--- config.mk ---
export PLATFORM = sky130hd
export DESIGN_NAME = f1_light_seq_flat
export DESIGN_NICKNAME = d
export VERILOG_FILES = /design/src/rtl/f1_light_seq_if.sv /design/src/rtl/f1_light_seq.sv /design/src/flat_wrapper.sv
export SDC_FILE = /design/constraint.sdc
export NUM_CORES = 1
export LEC_CHECK = 0
export CAP_MARGIN = 10
export CORE_MARGIN = 2
export CORE_UTILIZATION = 45
export DETAILED_ROUTE_END_ITERATION = 8
export GPL_ROUTABILITY_DRIVEN = 0
export PLACE_DENSITY_LB_ADDON = 0.15
export SLEW_MARGIN = 20
export SYNTH_ARGS = -nofsm -noshare
export SYNTH_HDL_FRONTEND = slang
export SYNTH_SLANG_ARGS = --single-unit
export TNS_END_PERCENT = 50
--- constraint.sdc ---
create_clock -name clk -period 1.7 [get_ports clk]
set_input_delay 0.17 -clock clk [delete_from_list [all_inputs] [get_ports clk]]
set_output_delay 0.17 -clock clk [all_outputs]
set_load 0.005 [all_outputs]
--- src/rtl/f1_light_seq_if.sv ---
// Bus between the F1 start-light sequencer and its tick/LFSR/light neighbours.
// Optional abort line present only when F1_LIGHT_SEQ_ABORT_EN is defined.
interface f1_light_seq_if #(
    parameter int N_LIGHTS = 8,
    parameter int DELAY_W  = 7
);
    logic                en;
    logic                trigger;
    logic [DELAY_W-1:0]  delay_val;
    logic [N_LIGHTS-1:0] data_out;
    logic                busy;
    logic                done;
`ifdef F1_LIGHT_SEQ_ABORT_EN
    logic                abort;
`endif

    modport master (
`ifdef F1_LIGHT_SEQ_ABORT_EN
        output abort,
`endif
        output en, trigger, delay_val,
        input  data_out, busy, done
    );

    modport slave (
`ifdef F1_LIGHT_SEQ_ABORT_EN
        input  abort,
`endif
        input  en, trigger, delay_val,
        output data_out, busy, done
    );
endinterface

--- src/rtl/f1_light_seq.sv ---
// F1 start-light sequencer: fills the light register one tick at a time, holds for an
// LFSR-supplied delay, then clears and pulses done. Optional abort: F1_LIGHT_SEQ_ABORT_EN.
module f1_light_seq #(
    parameter int N_LIGHTS = 8,
    parameter int DELAY_W  = 7
) (
    input  logic            clk,
    input  logic            rst,
    f1_light_seq_if.slave   bus
);
    typedef enum logic [1:0] {
        ST_IDLE = 2'b00,
        ST_FILL = 2'b01,
        ST_HOLD = 2'b10
    } state_t;

    localparam logic [N_LIGHTS-1:0] LIGHTS_OFF = {N_LIGHTS{1'b0}};
    localparam logic [N_LIGHTS-1:0] LIGHTS_ON  = {N_LIGHTS{1'b1}};
    localparam logic [DELAY_W-1:0]  CNT_ZERO   = {DELAY_W{1'b0}};
    localparam logic [DELAY_W-1:0]  CNT_ONE    = DELAY_W'(1'b1);

    state_t              state_r, state_s;
    logic [N_LIGHTS-1:0] data_r, data_s;
    logic [N_LIGHTS-1:0] shifted_s;
    logic [DELAY_W-1:0]  cnt_r, cnt_s;
    logic                busy_r, busy_s;
    logic                done_r, done_s;
    logic                abort_s;

`ifdef F1_LIGHT_SEQ_ABORT_EN
    assign abort_s = bus.abort && ((state_r == ST_FILL) || (state_r == ST_HOLD));
`else
    assign abort_s = 1'b0;
`endif

    assign shifted_s = {data_r[N_LIGHTS-2:0], 1'b1};

    // State and output registers
    always_ff @(posedge clk) begin
        if (rst) begin
            state_r <= ST_IDLE;
            data_r  <= LIGHTS_OFF;
            cnt_r   <= CNT_ZERO;
            busy_r  <= 1'b0;
            done_r  <= 1'b0;
        end else begin
            state_r <= state_s;
            data_r  <= data_s;
            cnt_r   <= cnt_s;
            busy_r  <= busy_s;
            done_r  <= done_s;
        end
    end

    // Next-state and next-output logic
    always_comb begin
        state_s = state_r;
        data_s  = data_r;
        cnt_s   = cnt_r;
        busy_s  = busy_r;
        done_s  = 1'b0;
        if (abort_s) begin
            state_s = ST_IDLE;
            data_s  = LIGHTS_OFF;
            cnt_s   = CNT_ZERO;
            busy_s  = 1'b0;
        end else begin
            case (state_r)
                ST_IDLE: begin
                    data_s = LIGHTS_OFF;
                    cnt_s  = CNT_ZERO;
                    // en on the entry edge is deliberately not used as a shift
                    if (bus.trigger) begin
                        state_s = ST_FILL;
                        busy_s  = 1'b1;
                    end else begin
                        state_s = ST_IDLE;
                        busy_s  = 1'b0;
                    end
                end
                ST_FILL: begin
                    busy_s = 1'b1;
                    if (bus.en) begin
                        data_s = shifted_s;
                        if (&shifted_s) begin
                            state_s = ST_HOLD;
                            // a zero delay is promoted to one so the countdown never wraps
                            cnt_s   = (bus.delay_val == CNT_ZERO) ? CNT_ONE : bus.delay_val;
                        end else begin
                            state_s = ST_FILL;
                        end
                    end else begin
                        state_s = ST_FILL;
                    end
                end
                ST_HOLD: begin
                    data_s = LIGHTS_ON;
                    busy_s = 1'b1;
                    if (bus.en) begin
                        if (cnt_r <= CNT_ONE) begin
                            state_s = ST_IDLE;
                            data_s  = LIGHTS_OFF;
                            cnt_s   = CNT_ZERO;
                            busy_s  = 1'b0;
                            done_s  = 1'b1;
                        end else begin
                            cnt_s   = cnt_r - CNT_ONE;
                        end
                    end else begin
                        state_s = ST_HOLD;
                    end
                end
                default: begin
                    state_s = ST_IDLE;
                    data_s  = LIGHTS_OFF;
                    cnt_s   = CNT_ZERO;
                    busy_s  = 1'b0;
                end
            endcase
        end
    end

    assign bus.data_out = data_r;
    assign bus.busy     = busy_r;
    assign bus.done     = done_r;
endmodule

--- src/flat_wrapper.sv ---
// flat-port wrapper written by rule: the top's interface ports become plain ports
module f1_light_seq_flat 
#(
    parameter int N_LIGHTS = 8,
    parameter int DELAY_W  = 7
)
  (clk, rst, bus_en, bus_trigger, bus_delay_val, bus_data_out, bus_busy, bus_done);
  f1_light_seq_if #(.N_LIGHTS(N_LIGHTS), .DELAY_W(DELAY_W)) bus_i ();
  input  logic clk;
  input  logic rst;
  input wire logic [$bits(bus_i.en)-1:0] bus_en;
  input wire logic [$bits(bus_i.trigger)-1:0] bus_trigger;
  input wire logic [$bits(bus_i.delay_val)-1:0] bus_delay_val;
  output wire logic [$bits(bus_i.data_out)-1:0] bus_data_out;
  output wire logic [$bits(bus_i.busy)-1:0] bus_busy;
  output wire logic [$bits(bus_i.done)-1:0] bus_done;
  assign bus_i.en = bus_en;
  assign bus_i.trigger = bus_trigger;
  assign bus_i.delay_val = bus_delay_val;
  assign bus_data_out = bus_i.data_out;
  assign bus_busy = bus_i.busy;
  assign bus_done = bus_i.done;
  f1_light_seq #(.N_LIGHTS(N_LIGHTS), .DELAY_W(DELAY_W)) u_core (.clk(clk), .rst(rst), .bus(bus_i));
endmodule
Yosys cells after proc, flatten, opt, wreduce, memory -nomap -nowiden
Index checks and enable logic that the tools add are counted.

Reductions and logical operators: 5. Bitwise gates (word level): 2. Divide/modulo/power cells: 0. Multiply operators: 0. Eq/ne operators: 6. Add/subtract/negate cells: 1. Multiplexer cells: 21. Order comparisons: 1. Shifts and indexed selects: 0.

Operators with widths (number): $mux W7 (5); $mux W8 (3); $pmux W8 S2 (1); $pmux W7 S2 (1); $mux W2 (4); $le A7 B1 Y1 const B (1); $logic_not A7 Y1 (1); $reduce_and A7 Y1 (1); $sub A7 B1 Y7 const B (1); $pmux W2 S3 (1); $mux W1 (5); $ne A2 B2 Y1 const B (2); $ne A3 B2 Y1 const B (1); $pmux W1 S3 (1); $reduce_and A3 Y1 (1); $reduce_or A3 Y1 (1); $eq A2 B1 Y1 const B (1); $eq A2 B2 Y1 const B (1); $logic_not A2 Y1 (1); $ne A2 B1 Y1 const B (1); $not A1 Y1 (2).

Register bits after elaboration: 19. Word-level logic and storage cells: 41. Memory bits (read-only): 0. Memories kept: 0. Output and inout port bits: 10. Bits in latches: 0. Memory bits (writable): 0.

Longest topological paths before layout
Depth after elaboration: 5. Depth in mapped cells: 7. Mapped depth without buffers: 6.

Worst setup path before layout
No wires, ideal clock.

Path type: reg-to-reg. Start: register u_core.cnt_r[2]. End: register u_core.cnt_r[3]. Path slack: -125 ps. Period minus slack after synthesis: 1825 ps. Setup time: 122 ps. Arrival: 1703 ps. Cell stages (with the launch flop): 5. Cells stage by stage: dfxtp_1 or4_4 o31a_4 a32o_1 a221o_1.

Cells in the longest elaborated chain, start to end: 4.

Ends and longest elaborated chain: start, declared (RTL line f1_light_seq.sv:25) `logic [DELAY_W-1:0] cnt_r, cnt_s;`; start signal, assigned (RTL line f1_light_seq.sv:49) `cnt_r <= cnt_s;`; $sub A7 B1 Y7 / $le A7 B1 Y1 (equally long branches) (RTL line f1_light_seq.sv:107, f1_light_seq.sv:100); $mux W7 * (RTL line f1_light_seq.sv:100) `if (cnt_r <= CNT_ONE) begin`; $mux W7 * (RTL line f1_light_seq.sv:99) `if (bus.en) begin`; $pmux W7 S2 * (RTL line f1_light_seq.sv:68) `case (state_r)`.

Every way passes the cells marked *; elsewhere a longest branch is shown, timed or not. The select of a mux whose other input is x is not followed. A chain may end at the register's enable or synchronous reset.

Final worst setup path
Start: register u_core.cnt_r[3]. End: register u_core.cnt_r[3].

Same word-level chain as after synthesis.

==> results_dict.tcl <==
set metrics [dict create \
    finClkSkew_ns 0.00444 \
    violations "setup timing" \
    grt.total_usage_pct 22.8 \
    crit_type "flop to flop" \
    drtIter0Drc 67 \
    switching_share_pct 28.9 \
    startpoint_type "flop" \
    reg2reg_depth 4 \
    initial_utilization_pct 47.5 \
    p_sw_uw 248 \
    power_leakage_nw 0.576 \
    cts_root_buffer "clkbuf_4" \
    maxCapViolCount 0 \
    cts_tree "yes" \
    die_w_um 52.1 \
    r2r_slack_ns -0.13 \
    grt_pass1_wl_um 4480 \
    io_pins 21 \
    hold_viol 0 \
    setup_viol 13 \
    path_clk_slew_ns 0.12 \
    die_area_mm2 0.00271 \
    grt_overflow 0 \
    period_share_pct 107 \
    rsz0062_at_grt "true" \
    grt_max_degree 13 \
    hp-class "input pin to flop" \
    cts_max_level 1 \
    n_fill_cell 187 \
    core_mm2 0.00219 \
    syn_area_per_cell_um2 8.66 \
    arrival_ns 2.06 \
    grt_pass1_vias 1039 \
    detail-route-antenna-nets 0 \
    end_kind "flop" \
    rows 17 \
    netlist_area_mm2 0.00104 \
    whs_path_depth 3 \
    clock-sinks 19 \
    slew_headroom_pct 76.4 \
    dr_total_vias 1136 \
    cts_inserted_buffers 3 \
    avgViaCountPerCell 5.98 \
    place_hpwl_um 2090 \
    die_h_um 52.1 \
    clockPowerShare_pct 30.0 \
    worstMarginPinSlew_ns 0.351 \
    drv_slew 0 \
    seqPwrFrac_pct 53.2 \
    cts_buffer_depth 2 \
    path_max_fanout 6 \
    diodes 0 \
    status "finished, violations left" \
    max_freq_mhz 547 \
    antenna_found_initial 0 \
    area_growth_syn_to_layout_pct 41.3 \
    seq_area_frac_synth_pct 36.6 \
    synth.ff_latch_count 19 \
    first_pass_iters 4 \
    ir_worst_vdd_mv 0.367 \
    synth_cell_types 36 \
    placed_area_mm2 0.00142 \
    drcViolationCount 0 \
    period_minus_slack_ns 1.83 \
    wl_per_cell_um 15.1 \
    required_ns 1.93 \
    internal_power_uw 612 \
    synth_cells 120 \
    layout_setup_ws_ns -0.127 \
    nNetsFinal 180 \
    yosysWarningCount 0 \
    portBuffers 20 \
    synth_fp_nets 137 \
    final.setup.tns_ns -0.811 \
    clock_latency_ns 0.33 \
    power_density_mw_per_mm2 586 \
    drive_gt1_share_pct 21.0 \
    share_comb_of_total_power_pct 16.8 \
    routed_wl_um 2870 \
    hold_buffers 0 \
    stdcell_area_mm2 0.00147 \
]
[through the flow]
stage	setup WS [ns]	util, %	hold slack [ns]	power [mW]	cells
finish	-0.127	67.0	0.418	0.860	190
global route	-0.147	67.0	0.476	0.883	190
CTS	-0.109	66.8	0.428	0.852	190
detailed placement	-0.259	64.8	0.505	0.605	184
global placement	-0.163	64.8	0.497	0.604	184
floorplan	-0.114	-	0.243	0.537	120
[repair_timing]
| item | CTS | global route |
|---|---|---|
| setup buffers | 2 | 0 |
| endpoints found under the setup margin | 13 | 18 |
| pin swaps | 2 | 0 |
| resized for setup | 0 | 2 |
[power by group through the flow]
stage               registers, mW  logic, mW  clock network [mW]
global route                0.458      0.157               0.267
floorplan                   0.468     0.0688                   0
detailed placement          0.468      0.138                   0
CTS                         0.458      0.140               0.255
finish                      0.458      0.144               0.258
global placement            0.467      0.137                   0
[cell type report]
type | count | area [um^2] | share of cell area (%)
multi-input combinational | 88 | 626 | 42.6
sequential | 19 | 382 | 26.0
timing repair buffer | 42 | 365 | 24.9
clock inverter | 1 | 5.00 | 0.341
tap | 28 | 35.0 | 2.39
inverter | 9 | 33.8 | 2.30
clock buffer | 3 | 22.5 | 1.53
[metal layers]
metal	global-route usage [%]	vias to the layer above	share of wire [%]
li1	-	545	-
met5	0	-	0
met3	2.87	7	6.3
met4	15.4	0	2.7
met2	36.1	57	48
met1	28.6	527	43
[worst max-delay path, cell delays in order (launching register included)]
cell	delay [ns]
dfxtp_1	0.35
or4_4	0.54
o31a_4	0.33
a32o_1	0.23
a221o_1	0.28
[sequential cells by signal, indices dropped and copies added, names as in the netlist]
signal / cells
u_core.cnt_r: 7
u_core.state_r: 2
u_core.bus.data_out: 8
u_core.bus.done: 1
u_core.bus.busy: 1
[synth_stat cells (all sizes together)]
library cell,instances,area share (%)
dfxtp,19,37
a21oi,13,6.3
inv,9,3.2
a22oi,7,5.1
nand2,7,2.5
ha,6,7.2
nor2,6,2.2
nand3,4,1.9
nand4,4,2.4
o21ai,4,1.9
a221o,3,2.9
a32o,3,2.9
clkbuf,3,1.1
nor3,3,1.4
o221ai,3,2.5
a22o,2,1.7
nor2b,2,1.2
nor4,2,1.2
o22ai,2,1.2
o31ai,2,1.4
or4,2,1.8
xor2,2,1.7
a211oi,1,0.72
a21boi,1,0.72
and3,1,0.60
and4,1,0.84
buf,1,0.36
nand2b,1,0.60
nand3b,1,0.72
nand4b,1,0.84
nor3b,1,0.72
o21ba,1,0.96
o22a,1,0.84
o31a,1,1.7
[layout by cell type, fill, tap and decap left out, types with 3 or more instances in the layout]
| cell | netlist | layout |
|---|---|---|
| buf_4 | 0 | 22 |
| clkdlybuf4s50_1 | 0 | 20 |
| dfxtp_1 | 19 | 18 |
| a21oi_1 | 13 | 13 |
| inv_1 | 9 | 9 |
| nand2_1 | 7 | 7 |
| a22oi_1 | 7 | 7 |
| ha_1 | 6 | 6 |
| nor2_1 | 6 | 5 |
| nand4_1 | 4 | 4 |
| nand3_1 | 4 | 4 |
| nor3_1 | 3 | 3 |
| o221ai_1 | 3 | 3 |
| o21ai_0 | 3 | 3 |
| a221o_1 | 3 | 3 |
| a32o_1 | 3 | 3 |
| clkbuf_4 | 0 | 3 |
[cells by family (layout without fill, tap and decap cells)]
kind of cell	Yosys count	in the layout	synth area share [%]
simple gates	36	36	19.0
xor+xnor	2	2	1.69
flops	19	19	36.6
fa+ha+maj	6	6	7.22
buf+inv	13	55	4.69
compound gates	44	44	30.8
[final timing paths]
check                                         to                            from
setup / recovery    u_core.cnt_r[3]$_SDFFE_PP0P_    u_core.cnt_r[3]$_SDFFE_PP0P_
hold / removal        u_core.bus.busy$_SDFF_PP0_                     bus_trigger
setup reg to reg    u_core.cnt_r[3]$_SDFFE_PP0P_    u_core.cnt_r[3]$_SDFFE_PP0P_
hold reg to reg   u_core.state_r[1]$_SDFFE_PP0P_  u_core.state_r[1]$_SDFFE_PP0P_
Note: power is estimated with default switching activity, not from simulation.
